**src/rtl/if_fetch_stage_pkg.sv**
```systemverilog
// Shared constants for the instruction-fetch stage: opcodes, bubble word, FSM encoding.
// Latency: n/a (declarations only).
// Backpressure: n/a (declarations only).
package if_fetch_stage_pkg;

   localparam logic [6:0]  OP_UNCONDITIONAL_JMP = 7'b1101111;
   localparam logic [31:0] NOP_INSTR            = 32'h00000013;

   // Fetch FSM encoding (kept as plain constants for legacy tool compatibility)
   localparam logic [1:0] ST_IDLE = 2'd0;
   localparam logic [1:0] ST_REQ  = 2'd1;
   localparam logic [1:0] ST_HOLD = 2'd2;

   // One IF/ID slot: instruction word, its PC, and the predicted-taken flag
   typedef struct packed {
      logic [31:0] instr;
      logic [31:0] pc;
      logic        take;
   } ifid_t;

endpackage

```
**src/rtl/if_next_pc.sv**
```systemverilog
// Next fetch address: pc+4, or pc+J-immediate for a JAL when IF_STATIC_JAL_EN is defined.
// Latency: purely combinational.
// Backpressure: none; the caller decides when the result is committed.
module if_next_pc
   import if_fetch_stage_pkg::*;
(
   input  logic [31:0]  pc,
`ifdef IF_STATIC_JAL_EN
   input  logic [6:0]   opcode,
   input  logic [31:12] jimm_bits,
`endif
   output logic [31:0]  next_pc,
   output logic         take
);

`ifdef IF_STATIC_JAL_EN
   logic        is_jal;
   logic [31:0] jimm;

   // J-type immediate: imm[20|10:1|11|19:12] live in word bits [31|30:21|20|19:12]
   assign is_jal = (opcode == OP_UNCONDITIONAL_JMP);
   assign jimm   = {{12{jimm_bits[31]}}, jimm_bits[19:12], jimm_bits[20],
                    jimm_bits[30:21], 1'b0};

   // Follow the jump statically so decode never has to redirect for it
   always_comb begin
      next_pc = pc + 32'd4;
      take    = 1'b0;
      if (is_jal) begin
         next_pc = pc + jimm;
         take    = 1'b1;
      end
   end
`else
   // Sequential fetch only; 32-bit add wraps naturally
   assign next_pc = pc + 32'd4;
   assign take    = 1'b0;
`endif

endmodule

```
**src/rtl/if_fetch_stage.sv**
```systemverilog
// Instruction fetch + IF/ID register; optional static JAL following via IF_STATIC_JAL_EN.
// Latency: 1 clk from accepted fetch to IF_ID_instruction; each memory wait cycle yields one bubble.
// Backpressure: stall holds IF/ID; a word accepted under stall parks in a hold buffer (no request until released).
module if_fetch_stage #(
   parameter logic [31:0] RESET_PC  = 32'h00000000,
   parameter logic [31:0] NOP_INSTR = 32'h00000013
) (
   input  logic        clk,
   input  logic        rst,
   output logic        imem_req,
   output logic [31:0] imem_addr,
   input  logic [31:0] imem_rdata,
   input  logic        imem_ready,
   input  logic        stall,
   input  logic        redirect,
   input  logic [31:0] redirect_pc,
   output logic [31:0] IF_ID_instruction,
   output logic [31:0] IF_ID_pc,
   output logic        IF_ID_valid,
   output logic        IF_ID_take
);

   import if_fetch_stage_pkg::*;

   logic [1:0]  state;
   logic [31:0] pc_q;
   ifid_t       hold_q;
   logic [31:0] fetch_next_pc;
   logic        fetch_take;

   if_next_pc u_next_pc (
      .pc        (pc_q),
`ifdef IF_STATIC_JAL_EN
      .opcode    (imem_rdata[6:0]),
      .jimm_bits (imem_rdata[31:12]),
`endif
      .next_pc   (fetch_next_pc),
      .take      (fetch_take)
   );

   // The request is live only in REQ; the address is the architectural fetch PC
   assign imem_req  = (state == ST_REQ);
   assign imem_addr = pc_q;

   // Fetch FSM, PC, hold buffer and IF/ID register; redirect overrides everything but IDLE
   always_ff @(posedge clk or posedge rst) begin
      if (rst) begin
         state             <= ST_IDLE;
         pc_q              <= RESET_PC;
         hold_q            <= {NOP_INSTR, 32'h0, 1'b0};
         IF_ID_instruction <= NOP_INSTR;
         IF_ID_pc          <= 32'h0;
         IF_ID_valid       <= 1'b0;
         IF_ID_take        <= 1'b0;
      end else begin
         case (state)
            ST_IDLE: begin
               state <= ST_REQ;
            end

            ST_REQ: begin
               if (redirect) begin
                  pc_q              <= redirect_pc;
                  IF_ID_instruction <= NOP_INSTR;
                  IF_ID_valid       <= 1'b0;
                  IF_ID_take        <= 1'b0;
               end else if (imem_ready && !stall) begin
                  IF_ID_instruction <= imem_rdata;
                  IF_ID_pc          <= pc_q;
                  IF_ID_valid       <= 1'b1;
                  IF_ID_take        <= fetch_take;
                  pc_q              <= fetch_next_pc;
               end else if (imem_ready) begin
                  // Decode is stalled: park the returned word until it can move on
                  hold_q <= {imem_rdata, pc_q, fetch_take};
                  pc_q   <= fetch_next_pc;
                  state  <= ST_HOLD;
               end else if (!stall) begin
                  IF_ID_instruction <= NOP_INSTR;
                  IF_ID_valid       <= 1'b0;
               end
            end

            ST_HOLD: begin
               if (redirect) begin
                  pc_q              <= redirect_pc;
                  hold_q            <= {NOP_INSTR, 32'h0, 1'b0};
                  IF_ID_instruction <= NOP_INSTR;
                  IF_ID_valid       <= 1'b0;
                  IF_ID_take        <= 1'b0;
                  state             <= ST_REQ;
               end else if (!stall) begin
                  IF_ID_instruction <= hold_q.instr;
                  IF_ID_pc          <= hold_q.pc;
                  IF_ID_valid       <= 1'b1;
                  IF_ID_take        <= hold_q.take;
                  state             <= ST_REQ;
               end
            end

            default: begin
               state <= ST_IDLE;
            end
         endcase
      end
   end

endmodule

```
**config.mk**
```make
export PLATFORM = sky130hd
export DESIGN_NAME = if_fetch_stage
export DESIGN_NICKNAME = d
export VERILOG_FILES = /design/src/rtl/if_fetch_stage_pkg.sv /design/src/rtl/if_next_pc.sv /design/src/rtl/if_fetch_stage.sv
export SDC_FILE = /design/constraint.sdc
export NUM_CORES = 1
export LEC_CHECK = 0
export ABC_AREA = 1
export BUFFER_PORTS_ARGS = -buffer_cell sky130_fd_sc_hd__clkbuf_2
export CAP_MARGIN = 20
export CORE_UTILIZATION = 60
export CTS_BUF_LIST = sky130_fd_sc_hd__clkbuf_4 sky130_fd_sc_hd__clkbuf_8
export DETAILED_ROUTE_END_ITERATION = 6
export PLACE_DENSITY = 0.91
export RECOVER_POWER = 25
export REMOVE_ABC_BUFFERS = 1
export SYNTH_ARGS = -nofsm -noshare
export SYNTH_HDL_FRONTEND = slang
export SYNTH_SLANG_ARGS = --single-unit
export TNS_END_PERCENT = 5
```
**constraint.sdc**
```tcl
create_clock -name clk -period 16.35 [get_ports clk]
set_clock_uncertainty 0.05 [all_clocks]
set_input_delay 3.27 -clock clk [delete_from_list [all_inputs] [get_ports clk]]
set_output_delay 3.27 -clock clk [all_outputs]
set_load 0.01 [all_outputs]
```
==> reports/results.md, run 1 <==
| Step | Item | This run |
|:---|:---|:---|
| status | Result of the run | finished, violations left |
| status | Failing checks | max-capacitance violations, max-slew violations |
| logic synthesis | Synth warn | 0 |
| critical path | Arrival time of the worst setup path | 6.84 ns |
| placement | Routability cong. | 0.8793 |
| timing | Crit share post-route | 0.3896 |
| clock network | CTS tree | done |
| global route | Overall fraction of global-route tracks in use | 0.2887 |
| critical path | Kind of start point of the critical path | input pin |
| final layout | Net total in the final layout | 1,193 |
| pwr | Switching power | 0.0009651 W |
| die | Core area | 12,620 sq um |
| critical path | Crit path max-delay family | buffers and inverters |
| detailed routing | First-pass DRT Iterations | 5 |
| logic synthesis | Leading cell types by count after synthesis | nand2_1, nor2_1, dfrtp_1 |
| clock network | Number of buffers between clock root and the deepest sink | 2 |
| global route | First-pass GRT wire length | 30.07 mm |
| logic synthesis | Biggest area contributors in the synthesized netlist | dfrtp_1, nand2_1, nor2_1 |
| critical path | CP Buf/Inv Count | 3 |
| detailed routing | DRC | 0 |
| final layout | Area overhead of the layout relative to synthesis | 16.60% |
| timing | Total Neg Setup Slack | 0 ns |
| critical path | Launching element of the worst setup path | rst |
| timing | Final number of max-transition violations | 109 |
| die | Height of the die | 116.0 microns |
| clock network | Number of clock sinks seen by CTS | 163 |
| final layout | Share of layout cells above drive strength 1 | 0.1954 |
| critical path | Reg2reg start | state[0]$_DFFE_PP0P_ |
| critical path | Slack of the worst reg-to-reg path | 11.95 ns |
| detailed routing | Vias per Instance | 5.450 |
| die | Number of rows in the core area | 41 |
| timing | Final setup violating endpoints | 0 |
| critical path | CP Depth | 3 |
| pwr | Relative contribution of combinational cells to total power | 0.481 |
| logic synthesis | Async S/R FF share, synth | 1.000 |
| die | Area of the die | 13,450 sq um |
| logic synthesis | Fraction of synthesized cell area taken by the top area cell type | 0.5040 |
| detailed routing | DR vias | 7,101 |
| pwr | Maximum ir drop on the vdd rail | 0.1393 mV |
| die | Initial standard-cell utilization of the core | 0.6177 |
| clock network | Number of buffers created by CTS | 17 |
| timing | Slew margin rel. | -2.086 |
| pwr | Power Internal | 0.001190 W |
| worst hold path | Origin of the worst min-delay path | IF_ID_instruction[1]$_DFFE_PP1P_ |
| critical path | Termination of the worst setup path | IF_ID_pc[4]$_DFFE_PP0P_ |
| detailed routing | Total detailed-routing wirelength | 18.36 mm |
| detailed routing | DRC violation total after the first TritonRoute iteration | 648 |
| worst hold path | Classification of the worst-slack hold path | reg -> reg |
| logic synthesis | Most frequently used flop master after synthesis | dfrtp_1 |
| logic synthesis | Share of the yosys chip area belonging to registers | 0.5242 |
| die | Overall die width | 116.0 microns |
| global route | Total global routing overflow | 0 |
| clock network | Clock transition at the registers of the reported paths | 0.08 ns |
| clock network | Post-CTS Hold Buffers | 0 |
| global route | Initial antenna violation count | 0 |
| detailed routing | DRT antenna net count | 0 |
| timing | Setup repair after global routing missed its margin | no |
| logic synthesis | Post-synthesis instance area | 7795 sq um |
| clock network | Total number of H-tree levels | 4 |
| critical path | CP max FO | 108 |
| final layout | Antenna diode count | 0 |
| critical path | WP data required | 16.82 ns |
| logic synthesis | Cell count after synthesis | 985 |
| global route | Via count of the first global-routing pass | 6,486 |
| critical path | Master of the slowest instance on the critical path | clkinvlp_2 |
| timing | Final hold violations | 0 |
| clock network | Source-to-sink clock delay at the later pin of the worst-skew pair | 0.45 ns |
| critical path | Category of the critical setup timing path | in -> async |
| timing | Least setup slack across all paths after layout | 9.980 ns |
| critical path | Setup crit end kind | asynchronous set/reset pin |
| timing | Max Freq | 157.0 MHz |
| pwr | Cell area power density | 237.1 nW/um^2 |
| pwr | Leakage power | 4.315 nW |
| final layout | Filler cell count | 985 |
| pwr | Share of total power in the clock network | 0.151 |
| logic synthesis | Synthesis-stage register bit count | 163 |
| critical path | Sequence of cells on the critical path | clkbuf_1, clkinvlp_2, buf_4 |
| critical path | Crit Reg-Reg Endpoint | imem_addr[16]$_DFFE_PP0P_ |
| timing | Worst-margin pin slew | 4.604 ns |
| critical path | Worst r2r path cells | 11 |
| logic synthesis | Number of flops mapped to enable cells by yosys | 0 |
| clock network | Number of setup buffers added after CTS | 0 |
| clock network | Post-cts sizing count | 0 |
| pwr | Switching power as a share of total power | 0.4478 |
| global route | Maximum number of pins on one net before global-route repair | 129 |
| detailed routing | Final routed wire length divided by cell count | 14.09 microns |
| logic synthesis | Most instantiated library cell after synthesis | nand2_1 |
| logic synthesis | Cell accounting for the most synthesized area | dfrtp_1 |
| clock network | Clk Tree Root Cell | clkbuf_8 |
| timing | Tmin final | 6.370 ns |
| placement | Final HPWL from detailed placement | 12.42 mm |
| critical path | Crit-path max cell delay | 2.55 ns |
| placement | Worst setup timing slack at the placement stage | 10.22 ns |
| pwr | Part of the power in registers | 0.367 |
| die | I/O Pins | 168 |
| placement | Port bufs | 166 |
| logic synthesis | Syn avg cell area | 7.914 sq um |
| job | Number of max-cap violations | 1 |
| logic synthesis | Number of library cell types mapped by synthesis | 29 |
flip-flops by register name, indices dropped and copies added, names as in the netlist:
| register | flops |
|---|---|
| IF_ID_valid | 1 |
| imem_addr | 32 |
| IF_ID_pc | 32 |
| state | 2 |
| IF_ID_instruction | 32 |
| hold_q | 64 |
through the flow:
stage               power, W  cells  hold slack, ns    util  cell area (sq um)
floorplan           0.001489    926          0.4316       -               7486
global route        0.002353   1303          0.4504  0.7202               9089
global placement    0.001771   1269          0.4169  0.6804               8587
finish              0.002155   1303          0.4310  0.7202               9089
detailed placement  0.001823   1271          0.4207  0.6828               8617
CTS                 0.002151   1302          0.4324  0.7185               9067
final cells by class:
cell class              count  area (sq um)  share of cell area
flip-flops and latches    163          4086              0.4496
multi-input cells         719          3247              0.3572
repair buffers            174         923.4              0.1016
clock buffers              23         304.0             0.03345
well taps                 172         215.2             0.02368
inverters                  44         166.4             0.01831
clock inverters             8         146.4             0.01611
placed cells by master (no fill, tap or decap), types with 4 or more instances in the layout:
master     count
nand2_1      245
nor2_1       198
clkbuf_2     164
dfrtp_1      157
a21oi_1      106
a31oi_1       62
nand3_1       43
inv_1         41
o21ai_0       31
clkbuf_8      21
dfstp_2        6
nand3b_1       5
buf_4          5
o211ai_1       4
o21a_1         4
ha_1           4
bufinv_16      4
worst register-to-register path, delay by kind of cell (launching register included):
family	cells	cell delay [ns]
buf+inv	5	1.97
flops	1	0.38
compound gates	2	0.47
simple gates	3	0.95
fa+ha+maj	1	0.48
kinds of logic (layout without fill, tap and decap cells):
group | Yosys count | in the layout | share of synthesized area
AOI/OAI and AO/OA | 211 | 211 | 0.1486
xor gates and xnor gates | 1 | 1 | 0.001124
adders and majority gates | 5 | 5 | 0.008026
buffers and inverters | 103 | 249 | 0.06083
DFF | 163 | 163 | 0.5242
muxes | 2 | 2 | 0.002889
other | 1 | 1 | 0.0004811
and+or+nand+nor | 499 | 499 | 0.2538
how the worst min path moves through the flow:
| stage | end | slack (ns) | depth (start not counted) |
|---|---|---|---|
| final | IF_ID_instruction[1]$_DFFE_PP1P_ | 0.43 | 2 |
| after global routing | IF_ID_instruction[4]$_DFFE_PP1P_ | 0.45 | 2 |
| after CTS | IF_ID_instruction[1]$_DFFE_PP1P_ | 0.43 | 2 |
| after detailed placement | IF_ID_instruction[1]$_DFFE_PP1P_ | 0.42 | 2 |
| after global placement | IF_ID_instruction[1]$_DFFE_PP1P_ | 0.42 | 2 |
| after floorplan | hold_q[33]$_DFFE_PP1P_ | 0.43 | 2 |
routing by layer:
| layer | vias to the layer above | share of wire | global-route usage |
|---|---|---|---|
| li1 | 3495 | - | - |
| met1 | 3293 | 0.44 | 0.3820 |
| met2 | 278 | 0.47 | 0.4607 |
| met3 | 35 | 0.070 | 0.05962 |
| met4 | 0 | 0.023 | 0.1316 |
| met5 | - | 0 | 0 |
power groups by stage:
stage	combinational, W	sequential (W)	clock [W]
after CTS	0.00103	0.000790	0.000330
after detailed placement	0.00103	0.000796	0
after global routing	0.00119	0.000818	0.000350
after floorplan	0.000673	0.000816	0
after global placement	0.000988	0.000783	0
final	0.00104	0.000792	0.000326
No activity file was read; power rests on OpenSTA's default activity.
==> inputs of run 2 (changes only) <==
- CORE_UTILIZATION: 60 -> 57
- PLACE_DENSITY: 0.91 -> 0.87
- clock period: 16.35 -> 6.5 ns (I/O delays scaled with it)
==> reports/results.md, run 2 (synthesized netlist as in run 1, its figures left out) <==
| Step | Item | This run |
|:---|:---|:---|
| clock network | CTS tree | done |
| clock network | Number of buffers between clock root and the deepest sink | 2 |
| detailed routing | DRC violation total after the first TritonRoute iteration | 582 |
| final layout | Share of layout cells above drive strength 1 | 0.1952 |
| placement | Routability cong. | 0.8851 |
| placement | Placed instance area | 8612 sq um |
| detailed routing | DR vias | 7,176 |
| final layout | Register name with the most flops | hold_q |
| pwr | Leakage power | 4.316 nW |
| final layout | Register area | 4086 sq um |
| die | Overall die width | 118.9 microns |
| detailed routing | Vias per Instance | 5.486 |
| final layout | Antenna diode count | 0 |
| critical path | Kind of start point of the critical path | input pin |
| clock network | Number of setup buffers added after CTS | 0 |
| pwr | Cell area power density | 593.1 nW/um^2 |
| critical path | Sequence of cells on the critical path | clkbuf_1, nor2_2, buf_4, nor2_1, nand2_1, inv_1, o21ai_0, o21ai_0, inv_1 |
| placement | Final HPWL from detailed placement | 12.45 mm |
| worst hold path | Classification of the worst-slack hold path | reg -> reg |
| clock network | Number of clock sinks seen by CTS | 163 |
| final layout | Net total in the final layout | 1,194 |
| die | Height of the die | 118.9 microns |
| timing | Setup repair after global routing missed its margin | no |
| job | Number of max-cap violations | 0 |
| detailed routing | DRT antenna net count | 0 |
| global route | Initial antenna violation count | 0 |
| final layout | Filler-free cell count of the finished design | 1,308 |
| clock network | Source-to-sink clock delay at the later pin of the worst-skew pair | 0.45 ns |
| critical path | Crit-path max cell delay | 0.93 ns |
| global route | Via count of the first global-routing pass | 6,513 |
| final layout | Top library cells by usage in the layout, fill and taps aside | nand2_1, nor2_1, clkbuf_2 |
| global route | First-pass GRT wire length | 30.91 mm |
| placement | Placed Cells | 1,276 |
| die | Area of the die | 14,150 sq um |
| global route | Overall fraction of global-route tracks in use | 0.2757 |
| global route | Total global routing overflow | 0 |
| placement | Port bufs | 166 |
| timing | Tmin final | 4.286 ns |
| global route | Maximum number of pins on one net before global-route repair | 129 |
| timing | Crit share post-route | 0.6594 |
| pwr | Maximum ir drop on the vdd rail | 0.3918 mV |
| critical path | Master of the slowest instance on the critical path | inv_1 |
| final layout | Flip-flop count of the largest register, all copies and words added | 64 |
| die | Core area | 13,300 sq um |
| final layout | Area overhead of the layout relative to synthesis | 16.26% |
| clock network | Clock transition at the registers of the reported paths | 0.08 ns |
| critical path | WP data required | 6.79 ns |
| clock network | Number of buffers created by CTS | 17 |
| detailed routing | Total detailed-routing wirelength | 18.78 mm |
| timing | Max Freq | 233.3 MHz |
| timing | Total Neg Setup Slack | 0 ns |
| timing | Final setup violating endpoints | 0 |
| die | I/O Pins | 168 |
| detailed routing | Final routed wire length divided by cell count | 14.36 microns |
| critical path | CP max FO | 32 |
| timing | Slew margin rel. | 0.3345 |
| final layout | Combined area of the multi-input logic cells | 3244 sq um |
| critical path | Arrival time of the worst setup path | 4.58 ns |
| critical path | Setup crit end kind | flop |
| die | Initial standard-cell utilization of the core | 0.5863 |
| timing | Final number of max-transition violations | 0 |
| final layout | Filler cell count | 1,099 |
| final layout | Commonest non-fill, non-tap cell in the layout | nand2_1 |
| clock network | Total number of H-tree levels | 4 |
| critical path | Category of the critical setup timing path | in -> reg |
| clock network | Post-CTS Hold Buffers | 0 |
| clock network | Post-cts sizing count | 0 |
| final layout | Area of all placed cells without fillers | 9062 sq um |
| clock network | Clk Tree Root Cell | clkbuf_8 |
| die | Number of rows in the core area | 42 |
| timing | Worst-margin pin slew | 0.9983 ns |
| detailed routing | First-pass DRT Iterations | 5 |
| status | Result of the run | finished, final reports clean |
| timing | Final hold violations | 0 |
| detailed routing | DRC | 0 |
-- run 2: changes by cell type in the layout (fill, tap and decap cells not counted), moves of 2 or more --
cell,delta
buf_4,+3
clkbuf_8,+3
bufinv_16,-2
buf_8,-2
clkbuf_4,+2
-- run 2: report_power, final --
part	leakage (nW)	total, W	switching (W)	internal (W)
clock	0.223	0.000780	0.000351	0.000429
combinational	2.25	0.00261	0.00167	0.000937
sequential	1.85	0.00199	0.000400	0.00159
total	4.32	0.00538	0.00242	0.00295
-- run 2: worst paths after layout --
check	endpoint	slack [ns]	depth (start not counted)	from
min reg2reg	IF_ID_instruction[4]$_DFFE_PP1P_	0.43	2	IF_ID_instruction[4]$_DFFE_PP1P_
min	IF_ID_instruction[4]$_DFFE_PP1P_	0.43	2	IF_ID_instruction[4]$_DFFE_PP1P_
max in group asynchronous	imem_addr[0]$_DFFE_PP0P_	4.11	3	rst
max reg2reg	imem_addr[16]$_DFFE_PP0P_	3.05	11	state[0]$_DFFE_PP0P_
min in group asynchronous	hold_q[64]$_DFFE_PP0P_	1.02	2	rst
max	imem_addr[16]$_DFFE_PP0P_	2.21	9	redirect
-- run 2: final cells by class --
class	count	area share
flip-flops and latches	163	0.4509
multi-input cells	719	0.3580
repair buffers	175	0.1011
clock buffers	28	0.03976
well taps	176	0.02430
inverters	44	0.01878
clock inverters	3	0.007179
-- run 2: stage by stage --
stage                     total power, W  setup WS (ns)    util  hold slack (ns)
final                           0.005375          2.214  0.6816           0.4318
after floorplan                 0.003746         0.7279       -           0.4316
after detailed placement        0.004591          2.176  0.6478           0.4242
after CTS                       0.005366          2.673  0.6797           0.4324
after global routing            0.005852          1.955  0.6816           0.4472
after global placement          0.004464          2.317  0.6478           0.4157
-- run 2: worst max-delay path, delay by kind of cell --
family                 cells  cell delay [ns]
AOI/OAI and AO/OA          2             0.50
and+or+nand+nor            3             0.77
buffers and inverters      4             1.98
-- run 2: routing by layer --
metal	wire, microns	up-vias	GRT usage
met2	8887	289	0.4408
li1	-	3503	-
met1	8227	3354	0.3719
met4	308	0	0.09573
met3	1360	30	0.06082
met5	0	-	0
==> inputs of run 3 (changes only) <==
- ABC_AREA: 1 -> 0
- CORE_UTILIZATION: 57 -> 56
- PLACE_DENSITY: 0.87 -> 0.86
- clock period: 6.5 -> 4.2 ns (I/O delays scaled with it)
==> reports/results.md, run 3 <==
| Step | Item | This run |
|:---|:---|:---|
| status | Result of the run | finished, violations left |
| status | Failing checks | max-capacitance violations, max-slew violations |
| die | Height of the die | 119.3 microns |
| final layout | Share of layout cells above drive strength 1 | 0.2288 |
| clock network | Number of buffers between clock root and the deepest sink | 2 |
| global route | Via count of the first global-routing pass | 6,316 |
| critical path | Arrival time of the worst setup path | 3.40 ns |
| logic synthesis | Post-synthesis instance area | 7707 sq um |
| timing | Slew margin rel. | -0.3279 |
| final layout | Net total in the final layout | 1,100 |
| logic synthesis | Leading cell types by count after synthesis | nand2_1, dfrtp_1, o21ai_0 |
| detailed routing | Final routed wire length divided by cell count | 15.97 microns |
| timing | Final hold violations | 0 |
| final layout | Flip-flop count of the largest register, all copies and words added | 64 |
| logic synthesis | Cell accounting for the most synthesized area | dfrtp_1 |
| clock network | Number of setup buffers added after CTS | 0 |
| final layout | Register name with the most flops | hold_q |
| detailed routing | DR vias | 6,993 |
| timing | Crit share post-route | 0.7477 |
| detailed routing | Total detailed-routing wirelength | 19.36 mm |
| die | Number of rows in the core area | 42 |
| detailed routing | DRC violation total after the first TritonRoute iteration | 820 |
| die | Initial standard-cell utilization of the core | 0.5774 |
| timing | Tmin final | 3.140 ns |
| clock network | Number of buffers created by CTS | 17 |
| logic synthesis | Share of the yosys chip area belonging to registers | 0.5302 |
| logic synthesis | Async S/R FF share, synth | 1.000 |
| die | Core area | 13,350 sq um |
| clock network | Post-CTS Hold Buffers | 0 |
| critical path | CP max FO | 77 |
| final layout | Combined area of the multi-input logic cells | 3327 sq um |
| job | Number of max-cap violations | 1 |
| placement | Final HPWL from detailed placement | 12.96 mm |
| logic synthesis | Synthesis-stage register bit count | 163 |
| logic synthesis | Cell count after synthesis | 896 |
| critical path | Kind of start point of the critical path | flop |
| critical path | Master of the slowest instance on the critical path | ha_4 |
| global route | Initial antenna violation count | 0 |
| timing | Total Neg Setup Slack | 0 ns |
| placement | Routability cong. | 0.8387 |
| timing | Final setup violating endpoints | 0 |
| final layout | Register area | 4086 sq um |
| global route | First-pass GRT wire length | 31.60 mm |
| pwr | Relative contribution of combinational cells to total power | 0.434 |
| logic synthesis | Synth warn | 0 |
| pwr | Tot Pwr | 0.006945 W |
| logic synthesis | Biggest area contributors in the synthesized netlist | dfrtp_1, nand2_1, o21ai_0 |
| critical path | Setup crit end kind | flop |
| global route | Total global routing overflow | 0 |
| critical path | Sequence of cells on the critical path | inv_1, ha_4, inv_2, a31oi_4, buf_4, nor2_1, nand3_1, o311ai_0 |
| critical path | WP data required | 4.46 ns |
| final layout | Commonest non-fill, non-tap cell in the layout | nand2_1 |
| timing | Setup repair after global routing missed its margin | no |
| pwr | Power Internal | 0.003885 W |
| pwr | Share of total power in the clock network | 0.148 |
| timing | Post-route worst hold slack | 0.4290 ns |
| critical path | CP Buf/Inv Count | 3 |
| logic synthesis | Number of flops mapped to enable cells by yosys | 0 |
| clock network | CTS tree | done |
| pwr | Leakage power | 4.201 nW |
| final layout | Filler cell count | 1,140 |
| detailed routing | DRT antenna net count | 0 |
| clock network | Post-cts sizing count | 0 |
| logic synthesis | Most frequently used flop master after synthesis | dfrtp_1 |
| clock network | Clock transition at the registers of the reported paths | 0.08 ns |
| clock network | Number of clock sinks seen by CTS | 163 |
| pwr | Switching power as a share of total power | 0.4406 |
| detailed routing | Vias per Instance | 5.770 |
| die | Overall die width | 119.3 microns |
| placement | Port bufs | 166 |
| final layout | Antenna diode count | 0 |
| pwr | Cell area power density | 776.8 nW/um^2 |
| critical path | Category of the critical setup timing path | reg -> reg |
| clock network | Source-to-sink clock delay at the later pin of the worst-skew pair | 0.46 ns |
| die | I/O Pins | 168 |
| global route | Maximum number of pins on one net before global-route repair | 96 |
| logic synthesis | Number of library cell types mapped by synthesis | 63 |
| critical path | Crit path max-delay family | buffers and inverters |
| worst hold path | Classification of the worst-slack hold path | reg -> reg |
| final layout | Area overhead of the layout relative to synthesis | 15.99% |
| timing | Final number of max-transition violations | 96 |
| logic synthesis | Syn avg cell area | 8.602 sq um |
| die | Area of the die | 14,240 sq um |
| clock network | Clk Tree Root Cell | clkbuf_8 |
| detailed routing | First-pass DRT Iterations | 6 |
| pwr | Part of the power in registers | 0.418 |
| timing | Max Freq | 318.4 MHz |
| pwr | Maximum ir drop on the vdd rail | 0.4016 mV |
| critical path | Crit-path max cell delay | 0.74 ns |
| clock network | Total number of H-tree levels | 4 |
| timing | Worst-margin pin slew | 1.992 ns |
| final layout | Top library cells by usage in the layout, fill and taps aside | nand2_1, clkbuf_2, dfrtp_1 |
| logic synthesis | Fraction of synthesized cell area taken by the top area cell type | 0.5097 |
| detailed routing | DRC | 0 |
| pwr | Switching power | 0.003060 W |
| logic synthesis | Most instantiated library cell after synthesis | nand2_1 |
| global route | Overall fraction of global-route tracks in use | 0.2817 |
-- run 3: worst paths after layout --
check                                                  start                                end  slack [ns]  depth (start not counted)
min in group asynchronous                                rst  IF_ID_instruction[23]$_DFFE_PP0P_        0.91                          2
max reg2reg                             state[0]$_DFFE_PP0P_          imem_addr[19]$_DFFE_PP0P_        1.06                          8
max                                     state[0]$_DFFE_PP0P_          imem_addr[19]$_DFFE_PP0P_        1.06                          8
max in group asynchronous                                rst  IF_ID_instruction[30]$_DFFE_PP0P_        1.54                          3
min reg2reg                IF_ID_instruction[15]$_DFFE_PP0P_  IF_ID_instruction[15]$_DFFE_PP0P_        0.43                          2
min                        IF_ID_instruction[15]$_DFFE_PP0P_  IF_ID_instruction[15]$_DFFE_PP0P_        0.43                          2
-- run 3: cells by family after synthesis --
| group | count (synthesis) | synth area share |
|---|---|---|
| compound gates | 247 | 0.1933 |
| fa+ha+maj | 5 | 0.008117 |
| buf+inv | 79 | 0.04480 |
| flops | 163 | 0.5302 |
| mux | 6 | 0.007955 |
| other cells | 1 | 0.0004865 |
| simple gates | 395 | 0.2151 |
-- run 3: metal layers --
metal  GRT usage  up-vias  part of all wire
met3     0.05939       27             0.087
met4     0.09766        0             0.015
met5           0        -                 0
met2      0.4266      350              0.46
met1      0.4029     3257              0.44
li1            -     3359                 -
-- run 3: area by class of cell --
class	instances	share of cell area
clock buffer	22	0.03037
clock inverter	7	0.006998
tap	176	0.02463
timing repair buffer	180	0.1041
multi-input combinational	654	0.3721
inverter	10	0.004619
sequential	163	0.4571
-- run 3: tightest hold or removal path, cell delays in order (launching register included) --
cell	delay (ns)
dfrtp_1	0.35
nand2_1	0.04
o21ai_0	0.06
-- run 3: power by group through the flow --
stage	clock, W	combinational, W	sequential, W
6_report	0.00103	0.00301	0.00290
5_1_grt	0.00110	0.00339	0.00298
4_1_cts	0.00104	0.00302	0.00289
3_5_place_dp	0	0.00301	0.00291
3_3_place_gp	0	0.00290	0.00288
2_1_floorplan	0	0.00180	0.00296
-- run 3: through the flow --
| stage | utilization | std cells | setup slack (ns) | area [sq um] |
|---|---|---|---|---|
| global route | 0.6698 | 1212 | 0.8898 | 8940 |
| detailed placement | 0.6452 | 1183 | 1.085 | 8612 |
| CTS | 0.6702 | 1212 | 1.146 | 8946 |
| floorplan | - | 827 | -1.504 | 7400 |
| global placement | 0.6452 | 1183 | 1.202 | 8612 |
| finish | 0.6698 | 1212 | 1.060 | 8940 |
